===== src/rtl/score_accumulator.sv =====
// Song-level score/health accumulator: folds per-note results from the scoring
// stage into running totals, tracks health and reports song completion or failure.
`ifndef MAX_NUM
`define MAX_NUM 16
`endif

module score_accumulator #(
   parameter int HP_MAX       = 100,
   parameter int MISS_PENALTY = 10,
   parameter int HEAL         = 2
) (
   input  logic                clk,
   input  logic                rst,
   input  logic                start,
   input  logic [1:0]          mod,
   input  logic [`MAX_NUM-1:0] total_note,
   input  logic                hit_valid,
   input  logic [`MAX_NUM-1:0] base_score,
   input  logic [`MAX_NUM-1:0] bonus_score,
   input  logic [`MAX_NUM-1:0] combo,
   input  logic [`MAX_NUM-1:0] acc,
   input  logic [2:0]          level,
   output logic [`MAX_NUM-1:0] last_combo,
   output logic [`MAX_NUM-1:0] last_base_score,
   output logic [`MAX_NUM-1:0] now_cnt,
   output logic [`MAX_NUM-1:0] total_score,
   output logic [`MAX_NUM-1:0] max_combo,
   output logic [`MAX_NUM-1:0] miss_cnt,
   output logic [6:0]          hp,
   output logic [2:0]          final_level,
   output logic [1:0]          state,
   output logic                done,
   output logic                failed
);

   localparam int W = `MAX_NUM;

   typedef enum logic [1:0] {
      IDLE = 2'd0,
      PLAY = 2'd1,
      DONE = 2'd2,
      FAIL = 2'd3
   } state_t;

   // Health never exceeds 127, so larger penalties/heals behave identically when clamped.
   localparam logic [6:0] HP_FULL = 7'(HP_MAX);
   localparam logic [7:0] PEN     = 8'((MISS_PENALTY > 127) ? 127 : MISS_PENALTY);
   localparam logic [7:0] GAIN    = 8'((HEAL > 127) ? 127 : HEAL);

   state_t       state_reg;
   logic [1:0]   mod_reg;
   logic [W-1:0] total_note_reg;
   logic [W-1:0] last_combo_reg, last_base_reg, now_cnt_reg;
   logic [W-1:0] total_score_reg, max_combo_reg, miss_cnt_reg;
   logic [6:0]   hp_reg;
   logic [2:0]   final_level_reg;
   logic         done_reg, failed_reg;

   logic         hit_accept;
   logic         is_miss;
   logic [W:0]   base_sum;
   logic [W:0]   hit_sum;
   logic [W+1:0] total_sum;
   logic [7:0]   hp_heal;
   logic [6:0]   hp_next;
   logic [W-1:0] now_cnt_next;
   logic [W-1:0] last_base_next;
   logic [W-1:0] total_score_next;

   // acc is carried for display in the scoring stage only.
   logic unused_ok;
   assign unused_ok = ^acc;

   always_comb begin
      hit_accept   = hit_valid && !start && (state_reg == PLAY);
      is_miss      = (base_score == '0);
      now_cnt_next = now_cnt_reg + W'(1);
      base_sum     = {1'b0, last_base_reg} + {1'b0, base_score};
      hit_sum      = {1'b0, base_score} + {1'b0, bonus_score};
      total_sum    = {2'b00, total_score_reg} + {1'b0, hit_sum};
      last_base_next   = base_sum[W] ? '1 : base_sum[W-1:0];
      total_score_next = (total_sum[W+1:W] != 2'b00) ? '1 : total_sum[W-1:0];
      hp_heal      = {1'b0, hp_reg} + GAIN;
      hp_next      = hp_reg;
      if (is_miss) begin
         if (mod_reg != 2'b01)
            hp_next = ({1'b0, hp_reg} > PEN) ? 7'({1'b0, hp_reg} - PEN) : 7'd0;
      end else begin
         hp_next = (hp_heal >= {1'b0, HP_FULL}) ? HP_FULL : hp_heal[6:0];
      end
   end

   always_ff @(posedge clk) begin
      if (rst) begin
         state_reg       <= IDLE;
         mod_reg         <= 2'b00;
         total_note_reg  <= '0;
         last_combo_reg  <= '0;
         last_base_reg   <= '0;
         now_cnt_reg     <= '0;
         total_score_reg <= '0;
         max_combo_reg   <= '0;
         miss_cnt_reg    <= '0;
         hp_reg          <= HP_FULL;
         final_level_reg <= 3'd0;
         done_reg        <= 1'b0;
         failed_reg      <= 1'b0;
      end else if (start) begin
         mod_reg         <= mod;
         total_note_reg  <= total_note;
         last_combo_reg  <= '0;
         last_base_reg   <= '0;
         now_cnt_reg     <= '0;
         total_score_reg <= '0;
         max_combo_reg   <= '0;
         miss_cnt_reg    <= '0;
         hp_reg          <= HP_FULL;
         final_level_reg <= 3'd0;
         failed_reg      <= 1'b0;
         if (total_note == '0) begin
            state_reg <= DONE;
            done_reg  <= 1'b1;
         end else begin
            state_reg <= PLAY;
            done_reg  <= 1'b0;
         end
      end else if (hit_accept) begin
         now_cnt_reg     <= now_cnt_next;
         last_combo_reg  <= combo;
         last_base_reg   <= last_base_next;
         total_score_reg <= total_score_next;
         if (combo > max_combo_reg)
            max_combo_reg <= combo;
         if (is_miss)
            miss_cnt_reg <= miss_cnt_reg + W'(1);
         hp_reg <= hp_next;
         // Running out of health on the last note still counts as a failure.
         if (hp_next == 7'd0) begin
            state_reg  <= FAIL;
            failed_reg <= 1'b1;
         end else if (now_cnt_next == total_note_reg) begin
            state_reg       <= DONE;
            done_reg        <= 1'b1;
            final_level_reg <= level;
         end
      end
   end

   assign last_combo      = last_combo_reg;
   assign last_base_score = last_base_reg;
   assign now_cnt         = now_cnt_reg;
   assign total_score     = total_score_reg;
   assign max_combo       = max_combo_reg;
   assign miss_cnt        = miss_cnt_reg;
   assign hp              = hp_reg;
   assign final_level     = final_level_reg;
   assign state           = state_reg;
   assign done            = done_reg;
   assign failed          = failed_reg;

endmodule


===== config.mk =====
export PLATFORM = sky130hd
export DESIGN_NAME = score_accumulator
export DESIGN_NICKNAME = d
export VERILOG_FILES = /design/src/rtl/score_accumulator.sv
export SDC_FILE = /design/constraint.sdc
export NUM_CORES = 1
export LEC_CHECK = 0
export ABC_AREA = 1
export CAP_MARGIN = 10
export CORE_MARGIN = 5
export CORE_UTILIZATION = 30
export CTS_BUF_LIST = sky130_fd_sc_hd__clkbuf_2
export CTS_CLUSTER_DIAMETER = 30
export DETAILED_ROUTE_END_ITERATION = 10
export PLACE_DENSITY = 0.63
export RECOVER_POWER = 100
export SLEW_MARGIN = 0
export SYNTH_ARGS = -nofsm -noshare
export SYNTH_HDL_FRONTEND = slang
export SYNTH_SLANG_ARGS = --single-unit

===== constraint.sdc =====
create_clock -name clk -period 6.2 [get_ports clk]
set_input_delay 1.24 -clock clk [delete_from_list [all_inputs] [get_ports clk]]
set_output_delay 1.24 -clock clk [all_outputs]
set_load 0.1 [all_outputs]

* Yosys cells after proc, flatten, opt, wreduce, memory -nomap -nowiden
Cells that the tools add are included.
Operators by class: add/subtract/negate cells 7, magnitude comparators 3, eq/ne operators 4, mux-type cells 16, bitwise logic cells 1, reductions and logical operators 17
Operators by type and width (number):
- adder 16 x 16 -> 17 bit | 2
- adder 16 x 1 -> 16 bit (second input constant) | 2
- zero test 16 bit | 2
- two-way mux 16 bit | 2
- two-way mux 7 bit | 4
- adder 16 x 17 -> 18 bit | 1
- equality test 16 bit | 1
- greater-than comparator 16 bit | 1
- two-way mux 2 bit | 5
- adder 7 x 2 -> 8 bit (second input constant) | 1
- >= comparator 8 x 7 -> 1 bit (second input constant) | 1
- AND reduction 2 bit | 4
- greater-than comparator 7 x 4 -> 1 bit (second input constant) | 1
- zero test 7 bit | 1
- subtractor 7 x 4 -> 7 bit (second input constant) | 1
- AND reduction 3 bit | 2
- nonzero test 2 bit | 3
- two-way mux 1 bit | 5
- nonzero test 3 bit | 1
- equality test 2 x 1 -> 1 bit (second input constant) | 1
- logical AND 1 bit | 2
- inequality test 2 x 1 -> 1 bit (second input constant) | 1
- inequality test 2 bit (second input constant) | 1
- OR reduction 2 bit | 1
- 2 further kinds | 2
Storage, ports and cells: flip-flop bits (word level) 128, input port bits 89, logic and storage cells 61

* Logic depth before layout (Yosys ltp)
depth after elaboration 8, depth in mapped cells 17, mapped depth without buffers 17

* Least setup slack after synthesis
No wires, ideal clock.
kind input-to-reg, start point input port base_score[1], end point register total_score_reg[10] (netlist: total_score[10]), data arrival time 3570 ps, slack 2510 ps, stages on the path 12, path through fa_1 ha_1 fa_1 nand3_1 nand2_1 a21oi_1 o21ai_0 a31oi_1 nand3b_2 buf_2 nor3_1 nor2_1
On the way: longest elaborated chain between the ends 4
Ends and longest elaborated chain:
- from (decl) | RTL line 18 | input logic [`MAX_NUM-1:0] base_score,
- adder 16 x 16 -> 17 bit * | RTL line 79 | hit_sum = {1'b0, base_score} + {1'b0, bonus_score};
- adder 16 x 17 -> 18 bit * | RTL line 80 | total_sum = {2'b00, total_score_reg} + {1'b0, hit_sum};
- nonzero test 2 bit | RTL line 82 | total_score_next = (total_sum[W+1:W] != 2'b00) ? '1 : total_sum[W-1:0];
- two-way mux 16 bit * | RTL line 82
- to (signal assigned) | RTL line 131 | total_score_reg <= total_score_next;
- to (decl) | RTL line 54 | logic [W-1:0] total_score_reg, max_combo_reg, miss_cnt_reg;
Mark *: on every way between the ends. The rest lies on a longest branch, timed or not. A chain may end at the register's enable or synchronous reset.

* Final worst setup path
start point input port start, end point register last_base_reg[14] (netlist: last_base_score[14])
On the way: longest elaborated chain between the ends 3, elaborated cells on any way between the ends 4, those cells by class reduce/logical: 4
Ends and longest elaborated chain:
- from (decl) | RTL line 14 | input logic start,
- zero test 1 bit | RTL line 75 | hit_accept = hit_valid && !start && (state_reg == PLAY);
- logical AND 1 bit (2 in series) | RTL line 75
- to (signal assigned) | RTL line 130 | last_base_reg <= last_base_next;
- to (decl) | RTL line 53 | logic [W-1:0] last_combo_reg, last_base_reg, now_cnt_reg;
Several ways; a longest one is shown, not always the timed one.

==> out/results.ini <==
[setup_path]
r2r_end=miss_cnt[8]
startpoint_type=input pin
crit_type=in2reg
worst-path-buf-inv=2
crit_required_ns=6.77
crit_arrival_ns=5.31
critPathSlowestCell=clkbuf_1
cp-end-kind=register
rrSetupSlack_ns=2.61
r2r_start=state[0]
rr_worst_depth=12
crit_path_cell_trace=dlygate4sd3_1 > nor2_4 > clkbuf_1 > o21ai_0 > a41oi_1
crit_family=buffers and inverters
max_stage_delay_ns=1.81
path_max_fanout=55

[power_and_ir_drop]
swShare_pct=34.1
p_int_w=0.00127
pwr-share-comb_pct=22.7
leakage_nw=4.86
power_frac_seq_pct=44.4
switchingPower_w=0.000658
vdd_drop_max_mv=0.0927
power_density_mw_per_mm2=180
p_clk_share_pct=32.9

[clock_network]
clockBufferDepth=2
clk-insertion-delay-late_ns=0.69
cts-root-buf=clkbuf_2
cts_made_buffers=17
cts_hold_buf=0
h-tree-depth=4
clkTransAtPathRegs_ns=0.20
ctsResizeCount=0
cts_sinks=128
cts_tree=yes
post-cts-setup-buffers=0

[final_layout]
final_cell_mix=nand2_1 (207), inv_1 (154), nor2_1 (134)
syn_to_final_growth_pct=29.6
nets=1521
final_layout_size_suffix_gt1_share_pct=4.15
layout_commonest_cell=nand2_1
fill_cells=2901

[floorplanning]
chipHeight_um=176
coreArea_mm2=0.0271
start_util_pct=30.6
num_rows=60
die_area_mm2=0.0310
dieWidth_um=176
ios=199

[timing]
setup_tns_ns=0
hold_ws_ns=0.473
worst_pin_slew_ns=2.46
hold_violations=0
setup_violations=0
drv_slew=56
rsz0062_at_grt=false
finClkSkew_ns=0.0490
period_minus_slack_ns=4.74
slew_headroom_pct=-63.9
min_period_over_period_pct=76.4
max_clock_freq_mhz=211

[logic_synthesis]
synth_area_per_cell_um2=6.93
async_flop_share_pct=0
syn_area_mm2=0.00828
synth_nets=1354
ys.flop_type=dfxtp_1
ys_seq_elements=128
netlist_instances=1195
yosysWarnings=0
synth_cell_types=47
synth-edff-count=0
seq_area_frac_synth_pct=30.9

[global_route]
grt_pass1_vias=8051
grt_pass1_wl_um=41000
overflow=0
antenna_found_initial=4
grt.total_usage_pct=16.2
grt_max_degree=69

[routing]
ant_nets=0
wl_per_cell_um=14.4
vias=8355
highest_layer=met5
met1Wirelength_um=11600
avgViaCountPerCell=4.78
dr.pass1.iters=5
drt-initial-drc-count=509
wl_met3_um=1700
dr_wl_met2_um=11500
drc=0
routed_wl_um=25100

[placement]
port_buffers=182
dp_hpwl_um=18900
gp_congestion=0.940

[status]
status=complete, but fails checks
violations=max-capacitance violations, max-slew violations

[min_path]
hp-start=mod_reg[1]
hold_class=reg2reg
hold_depth=2
whs_endpoint=mod_reg[1]

[job]
cap_violations=1

## worst max-delay path by stage
stage               depth (start not counted)     startpoint             endpoint  slack (ns)
floorplan                                  12  base_score[1]      total_score[10]        2.51
global placement                           12  base_score[1]      total_score[15]        1.53
detailed placement                         12  base_score[1]      total_score[15]        1.51
CTS                                        12  base_score[1]      total_score[11]        2.33
global route                                5          start       last_combo[15]        1.12
finish                                      5          start  last_base_score[14]        1.46
## routing by layer
| layer | vias to the layer above | track usage [%] |
|---|---|---|
| met5 | - | 0 |
| met4 | 6 | 3.80 |
| met3 | 24 | 5.33 |
| met2 | 200 | 26.8 |
| met1 | 3829 | 20.6 |
| li1 | 4296 | - |
## cells in the mapped netlist, types with 2 or more instances
cell      count  share of area [%]
nor2_4        4               0.54
buf_2         6               0.36
nand2_1     207                9.4
nor3_1       20                1.2
nand3b_1      8               0.73
xor2_1       22                2.3
a41oi_1       2               0.21
clkbuf_1     30                1.4
o21bai_1      9               0.82
buf_1         4               0.18
a31oi_1       7               0.53
ha_1         52                7.9
nand2_2       3               0.23
nor3_2        2               0.24
o21ai_0     107                6.5
o211ai_1     11                1.0
o21a_1        3               0.27
xnor2_1      10                1.1
a21oi_1     119                7.2
nand3_2       2               0.24
dfxtp_1     128                 31
nor4_1        6               0.45
inv_2         4               0.18
nand3_1      83                5.0
o21ai_1       5               0.30
nand4_1      14                1.1
fa_1         18                4.4
nor2_1      134                6.1
a221oi_1      2               0.21
inv_1       151                6.8
nor2_2        6               0.45
## final cells by class
class	instances	area (µm²)	share of cell area (%)
inverters	156	586	5.46
clock inverters	14	201	1.88
well taps	372	465	4.34
multi-input cells	871	4970	46.3
flip-flops and latches	128	2560	23.9
repair buffers	188	1860	17.3
diodes	1	2.50	0.0233
clock buffers	18	90.1	0.840
## worst reg2reg max path: cells and delay by family, from the launching register on
kind / cells / cell delay [ns]
DFF: 1 / 0.39
and+or+nand+nor: 9 / 1.81
buffers and inverters: 3 / 1.33
## power groups by stage
| stage | Combinational, W | Clock, W | Sequential (W) |
|---|---|---|---|
| final | 0.000439 | 0.000634 | 0.000857 |
| after global routing | 0.000483 | 0.000695 | 0.000860 |
| after CTS | 0.000444 | 0.000665 | 0.000858 |
| after detailed placement | 0.000440 | 0 | 0.000873 |
| after global placement | 0.000439 | 0 | 0.000873 |
| after floorplan | 0.000228 | 0 | 0.000941 |
## metrics by stage
step | utilization (%) | total power (W) | setup WS [ns] | cells | area [µm²]
3_3_place_gp | 38.7 | 0.00131 | 1.53 | 1715 | 10500
4_1_cts | 39.8 | 0.00197 | 2.33 | 1747 | 10800
6_report | 39.6 | 0.00193 | 1.46 | 1748 | 10700
2_1_floorplan | - | 0.00117 | 2.51 | 1195 | 8280
5_1_grt | 39.6 | 0.00204 | 1.12 | 1748 | 10700
3_5_place_dp | 38.7 | 0.00131 | 1.51 | 1715 | 10500
## cells by family after synthesis
family,synth area share [%]
simple gates,26.5
compound gates,17.7
buf+inv,8.97
flops,30.9
fa+ha+maj,12.2
xor+xnor,3.66
Power figures use the tool's default switching activity.
